[src/rtl/cart_mem_pkg.sv]
// rtl/cart_mem_pkg.sv - shared types and constants for the cartridge memory arbiter.
package cart_mem_pkg;

    typedef enum logic [1:0] {
        OWN_NONE,
        OWN_DL,
        OWN_CPU,
        OWN_DMA
    } owner_t;

    typedef enum logic {
        IDLE,
        BUSY
    } state_t;

    // Read data returned to a requester whose access timed out
    localparam logic [7:0] TIMEOUT_DATA = 8'hFF;

endpackage

[src/rtl/cart_arb_prio.sv]
// rtl/cart_arb_prio.sv - combinational owner selection: download > starved DMA > CPU > DMA.
module cart_arb_prio
    import cart_mem_pkg::*;
#(
    parameter int STARVE_MAX = 4,
    parameter int STARVE_W   = 3
) (
    input  logic                pending,
    input  logic                cpu_req,
    input  logic                dma_req,
    input  logic [STARVE_W-1:0] starve,
    output owner_t              owner
);

    always_comb begin
        owner = OWN_NONE;
        if (pending) begin
            owner = OWN_DL;
        end else if (dma_req && (starve >= STARVE_W'(STARVE_MAX))) begin
            owner = OWN_DMA;
        end else if (cpu_req) begin
            owner = OWN_CPU;
        end else if (dma_req) begin
            owner = OWN_DMA;
        end
    end

endmodule

[src/rtl/cart_mem_arbiter.sv]
// rtl/cart_mem_arbiter.sv - shares the cartridge ROM port between download, CPU and DMA.
module cart_mem_arbiter
    import cart_mem_pkg::*;
#(
    parameter int ADDR_W     = 23,
    parameter int STARVE_MAX = 4,
    parameter int TIMEOUT    = 64
) (
    input  logic              clk_sys,
    input  logic              reset,
    input  logic              dl_wr,
    input  logic [ADDR_W-1:0] dl_addr,
    input  logic [7:0]        dl_data,
    output logic              dl_wait,
    input  logic              cpu_req,
    input  logic [ADDR_W-1:0] cpu_addr,
    output logic [7:0]        cpu_rdata,
    output logic              cpu_ack,
    input  logic              dma_req,
    input  logic [ADDR_W-1:0] dma_addr,
    output logic [7:0]        dma_rdata,
    output logic              dma_ack,
    output logic              mem_req,
    output logic              mem_we,
    output logic [ADDR_W-1:0] mem_addr,
    output logic [7:0]        mem_din,
    input  logic [7:0]        mem_dout,
    input  logic              mem_ack,
    output logic              timeout_err
);

    localparam int SW = $clog2(STARVE_MAX + 1);
    localparam int WW = $clog2(TIMEOUT + 1);

    state_t            state, state_nxt;
    owner_t            owner_q, sel;
    logic              pending;
    logic [ADDR_W-1:0] dl_addr_q;
    logic [7:0]        dl_data_q;
    logic [SW-1:0]     starve;
    logic [WW-1:0]     wdog;
    logic              grant, fin_ack, fin_to, finish, dl_take, wdog_end;

    // An empty buffer lets a fresh dl_wr win arbitration on the very edge it is captured
    assign dl_take  = dl_wr && !pending;
    assign dl_wait  = pending;
    assign wdog_end = (wdog == WW'(TIMEOUT - 1));
    assign finish   = fin_ack || fin_to;

    cart_arb_prio #(
        .STARVE_MAX (STARVE_MAX),
        .STARVE_W   (SW)
    ) u_prio (
        .pending (pending || dl_wr),
        .cpu_req (cpu_req),
        .dma_req (dma_req),
        .starve  (starve),
        .owner   (sel)
    );

    always_ff @(posedge clk_sys) begin
        if (reset) state <= IDLE;
        else       state <= state_nxt;
    end

    always_comb begin
        state_nxt = state;
        case (state)
            IDLE:    if (grant)  state_nxt = BUSY;
            BUSY:    if (finish) state_nxt = IDLE;
            default: state_nxt = IDLE;
        endcase
    end

    always_comb begin
        grant   = 1'b0;
        fin_ack = 1'b0;
        fin_to  = 1'b0;
        mem_req = 1'b0;
        case (state)
            IDLE: grant = (sel != OWN_NONE);
            BUSY: begin
                mem_req = 1'b1;
                fin_ack = mem_ack;
                fin_to  = !mem_ack && wdog_end;
            end
            default: ;
        endcase
    end

    always_ff @(posedge clk_sys) begin
        if (reset) begin
            owner_q     <= OWN_NONE;
            pending     <= 1'b0;
            dl_addr_q   <= '0;
            dl_data_q   <= '0;
            starve      <= '0;
            wdog        <= '0;
            mem_we      <= 1'b0;
            mem_addr    <= '0;
            mem_din     <= '0;
            cpu_rdata   <= '0;
            cpu_ack     <= 1'b0;
            dma_rdata   <= '0;
            dma_ack     <= 1'b0;
            timeout_err <= 1'b0;
        end else begin
            cpu_ack <= 1'b0;
            dma_ack <= 1'b0;
            if (dl_take) begin
                pending   <= 1'b1;
                dl_addr_q <= dl_addr;
                dl_data_q <= dl_data;
            end
            if (grant) begin
                owner_q <= sel;
                wdog    <= '0;
                if (sel == OWN_DL) begin
                    mem_we   <= 1'b1;
                    mem_addr <= pending ? dl_addr_q : dl_addr;
                    mem_din  <= pending ? dl_data_q : dl_data;
                end else begin
                    mem_we   <= 1'b0;
                    mem_addr <= (sel == OWN_CPU) ? cpu_addr : dma_addr;
                    mem_din  <= '0;
                end
            end else if (state == BUSY && !finish) begin
                wdog <= wdog + 1'b1;
            end
            if (finish) begin
                case (owner_q)
                    OWN_DL:  pending <= 1'b0;
                    OWN_CPU: begin
                        cpu_ack   <= 1'b1;
                        cpu_rdata <= fin_ack ? mem_dout : TIMEOUT_DATA;
                    end
                    OWN_DMA: begin
                        dma_ack   <= 1'b1;
                        dma_rdata <= fin_ack ? mem_dout : TIMEOUT_DATA;
                    end
                    default: ;
                endcase
            end
            if (fin_to) timeout_err <= 1'b1;
            if (!dma_req || (grant && sel == OWN_DMA)) begin
                starve <= '0;
            end else if (grant && sel == OWN_CPU && starve != SW'(STARVE_MAX)) begin
                starve <= starve + 1'b1;
            end
        end
    end

endmodule

[config.mk]
export PLATFORM = sky130hd
export DESIGN_NAME = cart_mem_arbiter
export DESIGN_NICKNAME = d
export VERILOG_FILES = /design/src/rtl/cart_mem_pkg.sv /design/src/rtl/cart_arb_prio.sv /design/src/rtl/cart_mem_arbiter.sv
export SDC_FILE = /design/constraint.sdc
export NUM_CORES = 1
export LEC_CHECK = 0
export ABC_CLOCK_PERIOD_IN_PS = 3200
export BUFFER_PORTS_ARGS = -buffer_cell sky130_fd_sc_hd__buf_2
export CAP_MARGIN = 20
export CELL_PAD_IN_SITES_DETAIL_PLACEMENT = 1
export CELL_PAD_IN_SITES_GLOBAL_PLACEMENT = 1
export CORE_ASPECT_RATIO = 1.75
export CORE_MARGIN = 2
export CORE_UTILIZATION = 40
export DETAILED_ROUTE_END_ITERATION = 8
export PLACE_DENSITY = 0.95
export SLEW_MARGIN = 10
export SYNTH_ARGS = -nofsm -noshare
export SYNTH_HDL_FRONTEND = slang
export SYNTH_HIERARCHICAL = 1
export SYNTH_SLANG_ARGS = --single-unit
[constraint.sdc]
create_clock -name clk_sys -period 3.2 [get_ports clk_sys]
set_input_delay 0.48 -clock clk_sys [delete_from_list [all_inputs] [get_ports clk_sys]]
set_output_delay 0.48 -clock clk_sys [all_outputs]
set_load 0.005 [all_outputs]
==> qor.yml <==
setup_viol: 0
report.final.hold_viol_count: 0
area_of_the_core_sq_um: 11100
cellLeakagePower_nw: 2.49
critical_path.endpoint_type: "flip-flop"
start_util: 0.410
timing.critical_path.from_type: "flip-flop"
cts-resized-gates: 0
outcome: "finished, final reports clean"
final_cell_mix: "sky130_fd_sc_hd__buf_2, sky130_fd_sc_hd__dfxtp_1, sky130_fd_sc_hd__nor2_1"
share_of_cells_above_drive_strength_1: 0.273
timing_max_transition_violations_final: 0
clock_tree.htree_level_count: 3
dr.first_iter.drc_count: 239
num_io_pins: 144
synthFlopType: "sky130_fd_sc_hd__dfxtp_1"
syn-cell-area_sq_um: 4550
design.final.nets: 767
worst_setup_hold_path_clk_slew_ps: 70
numCtsBuffers: 9
areaGrowthSynthToFinish_pct: 22.4
firstDrtPassIters: 5
timing.hold.worst.class: "in -> reg"
postRouteWirelength_um: 14700
r2r_end: "mem_addr[2]"
first_global_vias: 4893
grt_start_max_net_pins: 36
layout.cells.most_common: "sky130_fd_sc_hd__buf_2"
path_cells: "nor2_1 -> inv_1 -> a21o_1 -> buf_4 -> a21oi_1 -> a2111oi_0 -> nor3_1"
rsz0062_at_grt: "no"
wl_per_cell_um: 18.2
total_of_max_cap_violations: 0
timing.critical_path.max_delay_family: "compound AO/OA/AOI/OAI gates"
postSynthRegisterBits: 96
synth_warnings: 6
post-place-ws_ps: 960
diodes: 0
ys_seq_area_frac: 0.422
die_area_sq_um: 12300
switching_portion_of_total_power: 0.270
worst-path-buf-inv: 2
internal_power_mw: 2.24
antenna_found_initial: 0
worst_skew_pair.late_latency_ps: 350
multi_input_comb_area_sq_um: 2250
synth-edff-count: 0
gpl_wtd_cong: 0.873
clock-sinks: 96
critical_path.max_fanout: 23
vdd_ir_drop_max_mv: 0.592
clock_tree.root_cell: "sky130_fd_sc_hd__clkbuf_16"
grtUsageTotal: 0.239
postSynthAreaPerCell_sq_um: 8.25
global_route.overflow_total: 0
viasPerCell: 5.51
fp-row-count: 51
synth.net_count: 646
tightest_slew_margin_relative_to_the_limit: 0.489
r2r_slack_ps: 1030
post_dp_cell_area_sq_um: 5240
maxClockFrequency_mhz: 461
drc_errors: 0
tritoncts_clock_tree: "yes"
period_minus_slack_ps: 2170
comb_power_share: 0.168
synthesized_netlist_cell_count: 552
fill_cells: 1396
timing.critical_path.required_ps: 3400
crit_arrival_ps: 2370
cpMaxStageDelayCell: "sky130_fd_sc_hd__dfxtp_2"
seqPwrFrac: 0.430
crit_type: "reg -> reg"
share_of_synthesized_flip_flops_with_an_asynchronous_set_or_reset: 0
hold_ws_ps: 389
timing.clock.skew_ps: 6.72
worst_reg2reg_path_length_in_cells: 7
max_slew.worst_pin.slew_ps: 767
path_depth: 7
clock_path_buffers: 2
numPlacedInstances: 794
port_buffers: 143
grt_first_pass_wirelength_um: 23600
final_cell_area_sq_um: 5570
cp-startpoint: "dl_wait"
cts_hold_buf: 0
hold_path_startpoint: "dl_addr[18]"
post_layout_nonfiller_instances: 810
chipHeight_um: 145
final_antenna_net_count: 0
floorplan.die.width_um: 84.6
post-route-worst-setup-slack_ps: 1030
ff_latch_area_sq_um: 1920
cell_variety_after_synth: 45
dp_hpwl_um: 10900
final_worst_path_cycle_share: 0.678
power_density_nw_per_um2: 552
endpoint_of_the_most_critical_setup_path: "mem_addr[2]"
share_clk_of_total_power: 0.402
cpPeakStageDelay_ps: 590
final.setup.tns_ps: 0
post_cts_buffers: 0
power.switching_mw: 0.831
crit-reg2reg-launch: "dl_wait"
detailroute.via_count: 4464
[power groups by stage]
stage | Combinational (mW) | Clock [mW] | Sequential, mW
5_1_grt | 0.569 | 1.29 | 1.33
2_1_floorplan | 0.335 | 0 | 1.34
3_3_place_gp | 0.487 | 0 | 1.34
6_report | 0.515 | 1.24 | 1.32
4_1_cts | 0.519 | 1.26 | 1.32
3_5_place_dp | 0.515 | 0 | 1.35
[layout make-up]
class | count | area share
Tap cell | 132 | 0.0296
Timing Repair Buffer | 153 | 0.142
Clock buffer | 11 | 0.0418
Clock inverter | 5 | 0.0189
Sequential cell | 96 | 0.345
Multi-Input combinational cell | 384 | 0.403
Inverter | 29 | 0.0195
[worst reg2reg max path: stages (launching register included)]
cell	delay, ps
sky130_fd_sc_hd__dfxtp_2	590
sky130_fd_sc_hd__nor2_1	130
sky130_fd_sc_hd__inv_1	110
sky130_fd_sc_hd__a21o_1	200
sky130_fd_sc_hd__buf_4	310
sky130_fd_sc_hd__a21oi_1	70
sky130_fd_sc_hd__a2111oi_0	500
sky130_fd_sc_hd__nor3_1	110
[logic make-up after synthesis]
group | count (synthesis) | synth area share
buf+inv | 72 | 0.0852
fa+ha+maj | 3 | 0.00825
flops | 96 | 0.422
simple gates | 209 | 0.199
compound gates | 136 | 0.207
xor+xnor | 4 | 0.00770
mux | 32 | 0.0704
[sequential cells by signal (all words and copies together), names as in the netlist, 2 cells and up]
| name | count |
|---|---|
| dl_addr_q | 23 |
| mem_addr | 23 |
| cpu_rdata | 8 |
| dl_data_q | 8 |
| dma_rdata | 8 |
| mem_din | 8 |
| wdog | 7 |
| starve | 3 |
| owner_q | 2 |
[routing by layer]
metal | track usage | up-vias | part of all wire
met1 | 0.245 | 2172 | 0.37
met3 | 0.0387 | 40 | 0.036
li1 | - | 2121 | -
met4 | 0.115 | 0 | 0.039
met5 | 0 | - | 0
met2 | 0.456 | 131 | 0.55
[per-stage QoR]
step | utilization | total power [mW]
after detailed placement | 0.471 | 1.86
final | 0.502 | 3.08
after floorplan | - | 1.67
after global placement | 0.471 | 1.83
after global routing | 0.502 | 3.19
after CTS | 0.502 | 3.10
[Yosys cell counts, types with 6 or more instances]
master,count,area (sq um)
sky130_fd_sc_hd__a2111oi_1,10,100
sky130_fd_sc_hd__a2111oi_2,9,135
sky130_fd_sc_hd__a211oi_1,16,120
sky130_fd_sc_hd__a21oi_1,59,295
sky130_fd_sc_hd__buf_2,19,95.1
sky130_fd_sc_hd__buf_4,6,45.0
sky130_fd_sc_hd__buf_6,8,90.1
sky130_fd_sc_hd__clkbuf_1,7,26.3
sky130_fd_sc_hd__dfxtp_1,96,1920
sky130_fd_sc_hd__inv_1,29,109
sky130_fd_sc_hd__mux2i_1,32,320
sky130_fd_sc_hd__nand2_1,77,289
sky130_fd_sc_hd__nor2_1,82,308
sky130_fd_sc_hd__nor3_1,23,115
sky130_fd_sc_hd__o21a_1,17,128
sky130_fd_sc_hd__o21ai_1,8,40.0
[worst min-delay path by stage]
stage                     to  cells after the start
2_1_floorplan        wdog[6]                      2
3_3_place_gp         wdog[6]                      2
3_5_place_dp          mem_we                      2
4_1_cts         dl_data_q[3]                      3
5_1_grt        dl_addr_q[15]                      3
6_report       dl_addr_q[18]                      3
Note: power is estimated with default switching activity, not from simulation.
